File: src/rtl/mmio_uart_tx.sv
// mmio_uart_tx: MMIO UART transmitter, TX FIFO plus 8N1 serializer.
// Define UART_TX_PARITY_EN to add an even parity bit before STOP.
module mmio_uart_tx #(
  parameter int CLKS_PER_BIT = 4,
  parameter int FIFO_DEPTH   = 4
) (
  input  logic        clk,
  input  logic        reset,
  input  logic [2:0]  addr,
  input  logic [31:0] wdata,
  input  logic        we,
  input  logic        re,
  output logic [31:0] rdata,
  output logic        tx,
  output logic        tx_busy
);

  localparam int AW = $clog2(FIFO_DEPTH);
  localparam int CW = $clog2(CLKS_PER_BIT);
  localparam logic [CW-1:0] CMAX = CW'(CLKS_PER_BIT - 1);
  localparam logic [AW:0] DEPTH = (AW+1)'(FIFO_DEPTH);

  typedef enum logic [2:0] {
    IDLE,
    START,
    DATA,
    PARITY,
    STOP
  } state_t;

  state_t        state, state_n;
  logic [CW-1:0] cnt, cnt_n;
  logic [2:0]    idx, idx_n;
  logic [7:0]    shift, shift_n;
  logic          par, par_n;
  logic          tx_d;
  logic          tick;

  logic [7:0]    mem [FIFO_DEPTH];
  logic [AW-1:0] wptr, rptr;
  logic [AW:0]   count;
  logic          full, empty;
  logic          push, pop, drop, clr;
  logic          ovf;
  logic          feat;
  logic [31:0]   status;
  logic          unused;

  assign full  = count == DEPTH;
  assign empty = count == '0;
  assign push  = we && !addr[2] && !full;
  assign drop  = we && !addr[2] && full;
  assign clr   = we && addr[2] && wdata[3];
  assign pop   = (state == IDLE) && !empty;
  assign tick  = cnt == CMAX;

  always_ff @(posedge clk) begin
    if (push) mem[wptr] <= wdata[7:0];
  end

  always_ff @(posedge clk or negedge reset) begin
    if (!reset) begin
      wptr  <= '0;
      rptr  <= '0;
      count <= '0;
      ovf   <= 1'b0;
    end else begin
      if (push) wptr <= wptr + 1'b1;
      if (pop)  rptr <= rptr + 1'b1;
      unique case (1'b1)
        push && !pop: count <= count + 1'b1;
        pop && !push: count <= count - 1'b1;
        default:      count <= count;
      endcase
      // a fresh drop beats a same-cycle clear
      if (drop)     ovf <= 1'b1;
      else if (clr) ovf <= 1'b0;
    end
  end

  always_ff @(posedge clk or negedge reset) begin
    if (!reset) begin
      state <= IDLE;
      cnt   <= '0;
      idx   <= '0;
      shift <= '0;
      par   <= 1'b0;
      tx    <= 1'b1;
    end else begin
      state <= state_n;
      cnt   <= cnt_n;
      idx   <= idx_n;
      shift <= shift_n;
      par   <= par_n;
      tx    <= tx_d;
    end
  end

  always_comb begin
    state_n = state;
    cnt_n   = cnt;
    idx_n   = idx;
    shift_n = shift;
    par_n   = par;
    if (state != IDLE) cnt_n = tick ? '0 : cnt + 1'b1;
    unique case (state)
      IDLE: begin
        if (!empty) begin
          state_n = START;
          cnt_n   = '0;
          shift_n = mem[rptr];
          par_n   = ^mem[rptr];
        end
      end
      START: begin
        if (tick) begin
          state_n = DATA;
          idx_n   = '0;
        end
      end
      DATA: begin
        if (tick) begin
          shift_n = shift >> 1;
          idx_n   = idx + 3'd1;
          if (idx == 3'd7) begin
`ifdef UART_TX_PARITY_EN
            state_n = PARITY;
`else
            state_n = STOP;
`endif
          end
        end
      end
      PARITY: if (tick) state_n = STOP;
      STOP:   if (tick) state_n = IDLE;
      default: state_n = IDLE;
    endcase
  end

  // tx is registered from next state so START goes low right after pop
  always_comb begin
    tx_d = 1'b1;
    unique case (state_n)
      START:   tx_d = 1'b0;
      DATA:    tx_d = shift_n[0];
      PARITY:  tx_d = par_n;
      default: tx_d = 1'b1;
    endcase
  end

`ifdef UART_TX_PARITY_EN
  assign feat = 1'b1;
`else
  assign feat = 1'b0;
`endif

  assign tx_busy = (state != IDLE) || !empty;
  assign status  = {27'd0, feat, ovf, empty, full, tx_busy};
  assign rdata   = (re && addr[2]) ? status : 32'd0;
  assign unused  = ^{wdata[31:8], addr[1:0]};

endmodule

File: config.mk
export PLATFORM = sky130hd
export DESIGN_NAME = mmio_uart_tx
export DESIGN_NICKNAME = d
export VERILOG_FILES = /design/src/rtl/mmio_uart_tx.sv
export SDC_FILE = /design/constraint.sdc
export NUM_CORES = 1
export LEC_CHECK = 0
export BUFFER_PORTS_ARGS = -buffer_cell sky130_fd_sc_hd__buf_2
export CORE_MARGIN = 3
export CORE_UTILIZATION = 45
export DETAILED_ROUTE_END_ITERATION = 8
export GPL_TIMING_DRIVEN = 0
export HOLD_SLACK_MARGIN = 0.02
export PLACE_DENSITY = 0.74
export SLEW_MARGIN = 30
export SYNTH_ARGS = -nofsm -noshare
export SYNTH_HDL_FRONTEND = slang
export SYNTH_SLANG_ARGS = --single-unit
File: constraint.sdc
create_clock -name clk -period 2.2 [get_ports clk]
set_input_delay 0.11 -clock clk [delete_from_list [all_inputs] [get_ports clk]]
set_output_delay 0.11 -clock clk [all_outputs]
set_load 0.02 [all_outputs]
**Word level (Yosys, flattened, before mapping)**

Memories as Yosys holds them, arrays and structs flattened.
Cells that the tools add are included.

- Register bits: 26
- Bits in writable memories: 32
- Bits of input ports: 39
- Output and inout port bits: 34
- Logic and storage cells: 82
- Memories kept: 1

- $add $sub $neg: 6
- Eq/ne operators: 13
- Muxes and demuxes: 26
- Reduce and logical (&&, ||, !) cells: 25

Memory list:

| memory | depth | bits a word | rd ports | clocked after memory_dff | wr ports | line | source |
|---|---|---|---|---|---|---|---|
| mem | 4 | 8 | 1 | 0 | 1 | 39 | `logic [7:0] mem [FIFO_DEPTH];` |

Operators with widths:

| cell | count |
|---|---|
| $mux W3 | 8 |
| $mux W8 | 2 |
| $pmux W8 S2 | 1 |
| $pmux W3 S5 | 1 |
| $eq A3 B2 Y1 const B | 4 |
| $pmux W3 S2 | 2 |
| $eq A3 B3 Y1 const B | 3 |
| $logic_and A1 B1 Y1 | 9 |
| $mux W2 | 4 |
| $reduce_bool A2 Y1 | 4 |
| $reduce_xor A8 Y1 | 1 |
| $add A2 B1 Y2 const B | 3 |
| $add A3 B1 Y3 const B | 2 |
| $eq A3 B1 Y1 const B | 2 |
| $logic_not A3 Y1 | 2 |
| $mux W1 | 6 |
| $ne A2 B2 Y1 const B | 3 |
| $reduce_and A3 Y1 | 2 |
| $logic_not A1 Y1 | 5 |
| $mux W4 | 1 |
| $pmux W1 S3 | 1 |
| $reduce_bool A3 Y1 | 1 |
| $sub A3 B1 Y3 const B | 1 |
| $eq A2 B2 Y1 const B | 1 |
| $logic_or A1 B1 Y1 | 1 |

**Logic depth before layout (Yosys ltp)**

Gate-level depths: netlist (run 1).

- Depth after elaboration: 6
- Depth in mapped cells: 10
- Gate-level depth less buffers: 10

**Worst setup path after synthesis (run 1)**

OpenSTA, ideal clock, no wires.

- Path kind: reg2reg
- Start point: register state[2]
- End point: register count[2]
- Library setup time: 79 ps
- Arrival time: 2265 ps
- Required time: 2121 ps
- Path slack: -144 ps
- Stages on the path, launching flop included: 10
- Path buffers: 1
- Period minus slack after synthesis: 2344 ps
- Cell sequence: dfrtp_1 -> or3_1 -> nor2_2 -> buf_2 -> ha_1 -> inv_1 -> fa_1 -> xor2_1 -> nor2_1 -> xor2_1

- Word-level cells in the longest chain between the ends: 5
- Elaborated cells on any way between the ends: 7
- Those cells by class: mux: 1; reduce/logical: 6

RTL lines:

| element | line | source |
|---|---|---|
| start: declaration | 31 | `state_t state, state_n;` |
| start signal: assignment | 90 | `state <= state_n;` |
| $logic_not A3 Y1 (*) | 54 | `assign pop = (state == IDLE) && !empty;` |
| $logic_and A1 B1 Y1 (*) | 54 |  |
| via pop | 43 | `logic push, pop, drop, clr;` |
| $logic_not A1 Y1 | 71 | `push && !pop: count <= count + 1'b1;` |
| $logic_and A1 B1 Y1 | 71 |  |
| $pmux W3 S2 / $reduce_bool A2 Y1 (equally long branches) | - |  |
| end signal: assignment | 71 |  |
| end signal: assignment | 72 | `pop && !push: count <= count - 1'b1;` |
| end signal: assignment | 73 | `default: count <= count;` |
| end: declaration | 41 | `logic [AW:0] count;` |

The timed path passes the listed nets; every way through them passes the cells marked *.
A chain may end at the register's enable or synchronous reset.

**Final worst setup path (run 1)**

Same ends and word-level chain as after synthesis.

==> results of run 1 <==
critical path, cell delays in order (launching register included):
cell     delay, ps
dfrtp_2        410
or3_4          400
nor2_4         110
buf_6          100
ha_2           170
inv_1           50
fa_2           330
xor2_1         150
nor2_1         130
xor2_1         160
final cells by class:
| type | instances | area [sq um] |
|---|---|---|
| clock inverter | 7 | 60.1 |
| fill | 473 | 2340 |
| buffer | 34 | 250 |
| tap | 72 | 90.1 |
| inverter | 8 | 30.0 |
| multi-input combinational | 132 | 993 |
| sequential | 58 | 1610 |
| clock buffer | 9 | 124 |
| timing repair buffer | 31 | 210 |
kinds of logic (layout without fill, tap and decap cells):
kind of cell | after synthesis | count (layout) | synth area share, %
XOR/XNOR | 13 | 13 | 4.14
flip-flops | 58 | 58 | 58.6
AO/OA/AOI/OAI | 27 | 27 | 7.23
AND/OR/NAND/NOR | 45 | 45 | 8.27
adder cells (fa/ha/maj) | 9 | 9 | 4.36
buffers and inverters | 42 | 89 | 9.95
multiplexers | 10 | 10 | 7.32
other | 1 | 28 | 0.136
through the flow:
step                      TNS [ps]  total power [mW]  setup WS, ps  hold slack, ps  util, %
after floorplan                  0              3.02          7.51            -186        -
final                            0              4.33           116            66.1     59.1
after global routing         -3.89              4.65         -3.89            86.7     59.1
after CTS                        0              4.34          17.7            26.6     58.8
after global placement        -221              3.28          -149             144     53.4
after detailed placement      -317              3.36          -224             148     53.4
placed cells by master (no fill, tap or decap), drive strengths merged, types with 5 or more instances in the layout:
master | Yosys | layout
buf | 31 | 53
edfxtp | 32 | 32
conb | 1 | 28
dfrtp | 25 | 25
nand2 | 21 | 21
clkbuf | 3 | 12
xnor2 | 10 | 10
a22o | 9 | 9
dlygate4sd3 | 0 | 9
inv | 8 | 8
mux4 | 8 | 8
ha | 8 | 8
a22oi | 6 | 6
nor2 | 6 | 6
clkinv | 0 | 6
and3 | 5 | 5
and2 | 5 | 5
timing repair:
item | in CTS | in global routing
endpoints found under the setup margin | 2 | 1
hold buffers | 9 | 0
setup buffers | 3 | 1
resized for setup | 4 | 2
gates cloned | 0 | 0
endpoints found under the hold margin | 57 | 0
pin swaps | 1 | 4
state kept, by name (all words and copies together) (netlist names):
signal,count
rptr,2
tx,1
state,3
count,3
ovf,1
par,1
wptr,2
mem,32
shift,8
idx,3
cnt,2
how the worst max path moves through the flow:
stage,endpoint,slack (ps),cells after the start
after floorplan,count[2],8,9
after global placement,count[2],-150,9
after detailed placement,count[2],-220,9
after CTS,count[2],20,9
after global routing,count[2],-4,10
final,count[2],120,9
layer usage:
layer | part of all wire [%] | vias to the layer above | track usage (%)
li1 | - | 814 | -
met1 | 42 | 746 | 16.7
met2 | 50 | 53 | 22.5
met3 | 6.5 | 6 | 5.40
met4 | 1.6 | 0 | 7.02
met5 | 0 | - | 0
where the power goes:
group	switching [mW]	total (mW)	internal (mW)
sequential	0.160	1.63	1.47
clock	0.399	0.907	0.508
combinational	0.905	1.80	0.895
==> results_dict.tcl, run 1 <==
set metrics [dict create \
    cts-root-buf "clkbuf_8" \
    cts_tree "yes" \
    slew_headroom_pct 60.0 \
    chipHeight_um 84.2 \
    post-dp-hpwl_um 3170 \
    placed_area_sq_um 3050 \
    ios 73 \
    ys_ff_latch 58 \
    hold_path_class "input pin to flip-flop" \
    drc 0 \
    synth_top_cell_by_area "edfxtp_1" \
    fin_crit_ps 2080 \
    ff2ff_setup_slack_ps 120 \
    drv_cap 0 \
    synthTopCellsByArea "edfxtp_1, dfrtp_1, buf_4, mux4_2, ha_1" \
    path_clk_slew_ps 60 \
    syn_avg_cell_area_sq_um 13.4 \
    area_delta_synth_final_pct 22.5 \
    ir_worst_vdd_mv 0.682 \
    fin_nets 322 \
    clkSinkCount 58 \
    place.port_buffers 18 \
    syn_area_sq_um 2750 \
    clockBufferDepth 2 \
    synth-main-ff-cell "edfxtp_1" \
    num_vias 1619 \
    drt-initial-drc-count 101 \
    slew_violations 0 \
    vias_per_cell 4.61 \
    grt.overflow.total 0 \
    grt_usage_pct 14.1 \
    drtAntennaViolNets 0 \
    synth_edf_count 32 \
    hold_viol 0 \
    diodes 0 \
    power_per_cell_area_nw_per_um2 1280 \
    synth_seq_area_share_pct 58.6 \
    wirelength_um 4560 \
    arrival_ps 2340 \
    layout-drive-gt1-share_pct 30.5 \
    yosysMostFrequentCell "edfxtp_1" \
    grt_pass1_vias 1554 \
    dieArea_sq_um 7090 \
    clk_latency_ps 330 \
    antenna_found_initial 0 \
    async_flop_share_pct 44.8 \
    r2r_end "count[2]" \
    h-tree-depth 3 \
    fin_cells 351 \
    dr.pass1.iters 4 \
    row_count 27 \
    placed_cells 322 \
    finalSetupViolations 0 \
    final_area_sq_um 3370 \
    crit_required_ps 2460 \
    grt_first_pass_wirelength_um 7470 \
    crit_path_start_kind "flip-flop" \
    gp_congestion 0.757 \
    yosysUniqueCellTypes 36 \
    hp-start "addr[2]" \
    cp_max_fo 3 \
    period_share_pct 94.7 \
    p_leak_nw 1.50 \
    cts_made_buffers 9 \
    whs_endpoint "ovf" \
    synth_top_area_share_pct 34.9 \
    initial_utilization_pct 48.2 \
    ys_warn_count 0 \
    netlist_top_cells_count "edfxtp_1, buf_4, dfrtp_1" \
    crit_start "state[2]" \
    r2r_start "state[2]" \
    fin_skew_ps 5.69 \
    fp.dieW_um 84.2 \
    r2r_cells 9 \
    whs_path_depth 2 \
    grt_max_degree 27 \
    worst_slew_pin_slew_ps 599 \
    clock.fmax_ghz 0.480 \
    netlist_instances 205 \
    worstSetupPathType "flip-flop to flip-flop" \
    crit_path_end_kind "flip-flop" \
    status "finished clean" \
    coreArea_sq_um 5710 \
    wl_per_cell_um 13.0 \
]
No activity file was read; power rests on OpenSTA's default activity.
==> inputs of run 2 (changes only) <==
BUFFER_PORTS_ARGS = -buffer_cell sky130_fd_sc_hd__buf_4   (was -buffer_cell sky130_fd_sc_hd__buf_2)
CORE_UTILIZATION = 35   (was 45)
PLACE_DENSITY = unset   (was 0.74)
PLACE_DENSITY_LB_ADDON = 0.3   (was unset)
==> run 2 against run 1 <==
Against the previous run: utilization decreased by 12 points; via count increased by 0.80%; sequential cell count did not move; sequential power about the same; clock skew fell by 1.8 ps; register-to-register slack better by 40 ps.
==> results_dict.tcl, run 2 (synthesis results as in run 1) <==
set metrics [dict create \
    status "finished clean" \
    dieArea_sq_um 8970 \
    antenna_found_initial 0 \
    power_mw 4.30 \
    crit_path_start_kind "flip-flop" \
    fin_nets 325 \
    p_comb_share_pct 42.7 \
    area_delta_synth_final_pct 26.2 \
    hold_viol 0 \
    clock.fmax_ghz 0.489 \
    grt_first_pass_wirelength_um 7240 \
    cts-root-buf "clkbuf_8" \
    final_cell_mix "buf_4, edfxtp_1, conb_1, dfrtp_1, nand2_1" \
    r2r_start "state[2]" \
    intPower_mw 2.83 \
    reg_top3 "mem (32), shift (8)" \
    vias_per_cell 4.28 \
    cts_tree "yes" \
    grt_pass1_vias 1479 \
    worstSetupPathType "flip-flop to flip-flop" \
    ir_worst_vdd_mv 0.517 \
    hold_path_class "input pin to flip-flop" \
    drt-initial-drc-count 49 \
    initial_utilization_pct 37.0 \
    wl_per_cell_um 12.1 \
    drtAntennaViolNets 0 \
    row_count 31 \
    largest_register_ffs 32 \
    fillCellCount 681 \
    path_clk_slew_ps 70 \
    hp-start "we" \
    chipHeight_um 94.7 \
    power_per_cell_area_nw_per_um2 1240 \
    grt_usage_pct 10.9 \
    h-tree-depth 3 \
    cp_max_fo 3 \
    period_share_pct 92.9 \
    gp_congestion 0.720 \
    p_leak_nw 1.52 \
    slew_violations 0 \
    power_frac_seq_pct 37.5 \
    fp.dieW_um 94.7 \
    ios 73 \
    whs_path_depth 4 \
    fin_skew_ps 3.94 \
    final_core_util_pct 46.6 \
    crit_required_ps 2450 \
    finalSetupViolations 0 \
    place.port_buffers 18 \
    drv_cap 0 \
    dr.pass1.iters 4 \
    crit_path_end_kind "flip-flop" \
    fin_crit_ps 2040 \
    crit_start "state[2]" \
    grt.overflow.total 0 \
    power.switching_mw 1.47 \
    coreArea_sq_um 7450 \
    largest_register "mem" \
    mostFrequentLayoutCell "buf_4" \
    power_switching_share_pct 34.2 \
    drc 0 \
    num_vias 1632 \
    cts_made_buffers 9 \
    clk_latency_ps 330 \
    diodes 0 \
    rsz0062_at_grt "false" \
    layout-drive-gt1-share_pct 31.6 \
    grt_max_degree 27 \
    r2r_cells 9 \
    clkPwrFrac_pct 19.7 \
    post-dp-hpwl_um 3130 \
    clockBufferDepth 2 \
    clkSinkCount 58 \
    wirelength_um 4600 \
    arrival_ps 2300 \
]
run 2: what timing repair did:
item                                   CTS  global route
hold buffers                            10             0
gates cloned                             0             0
setup endpoints to repair               13             2
endpoints found under the hold margin   59             0
buffers inserted                         2             4
resized for setup                        4             3
pin swaps                                2             5
run 2: per-stage QoR:
step | hold WS, ps | setup slack, ps | instance area [sq um] | setup TNS (ps) | cells
2_1_floorplan | -186 | 7.51 | 2870 | 0 | 232
3_3_place_gp | 50.0 | -172 | 3130 | -293 | 349
3_5_place_dp | 49.9 | -212 | 3130 | -370 | 349
4_1_cts | 64.9 | 5.67 | 3420 | 0 | 377
5_1_grt | 107 | 48.3 | 3470 | 0 | 381
6_report | 78.5 | 157 | 3470 | 0 | 381
run 2: layout make-up:
cell class / instances / area [sq um] / area share, %
timing repair buffer: 34 / 280 / 8.07
multi-input combinational: 132 / 1000 / 28.9
clock inverter: 5 / 30.0 / 0.865
buffer: 34 / 250 / 7.20
tap: 99 / 124 / 3.57
inverter: 8 / 30.0 / 0.865
sequential: 58 / 1610 / 46.5
clock buffer: 11 / 141 / 4.07
run 2: metal layers:
layer | wire length (um) | vias to the layer above | GRT usage [%]
met1 | 2080 | 753 | 13.5
met5 | 0 | - | 0
li1 | - | 824 | -
met3 | 282 | 10 | 3.90
met4 | 57 | 0 | 4.69
met2 | 2180 | 45 | 17.3
run 2: worst max-delay path, cell delays in order (launching register included):
cell	delay, ps
dfrtp_2	410
or3_4	420
nor2_4	100
buf_6	110
ha_4	120
inv_1	50
fa_2	330
xor2_1	140
nor2_1	130
xor2_1	160
run 2: power by group through the flow:
stage | registers (mW) | logic [mW] | clock network (mW)
finish | 1.62 | 1.84 | 0.849
global route | 1.65 | 2.05 | 0.926
CTS | 1.62 | 1.81 | 0.872
detailed placement | 1.64 | 1.74 | 0
global placement | 1.63 | 1.70 | 0
floorplan | 1.61 | 1.41 | 0
run 2: path summary, 6_finish.rpt:
check                           slack [ps]        to
worst min-delay path                    80       ovf
worst max-delay path                   160  count[2]
worst max register to register         160  count[2]
worst min register to register         490  shift[0]
max in group asynchronous             1650        tx
min in group asynchronous              230   wptr[1]
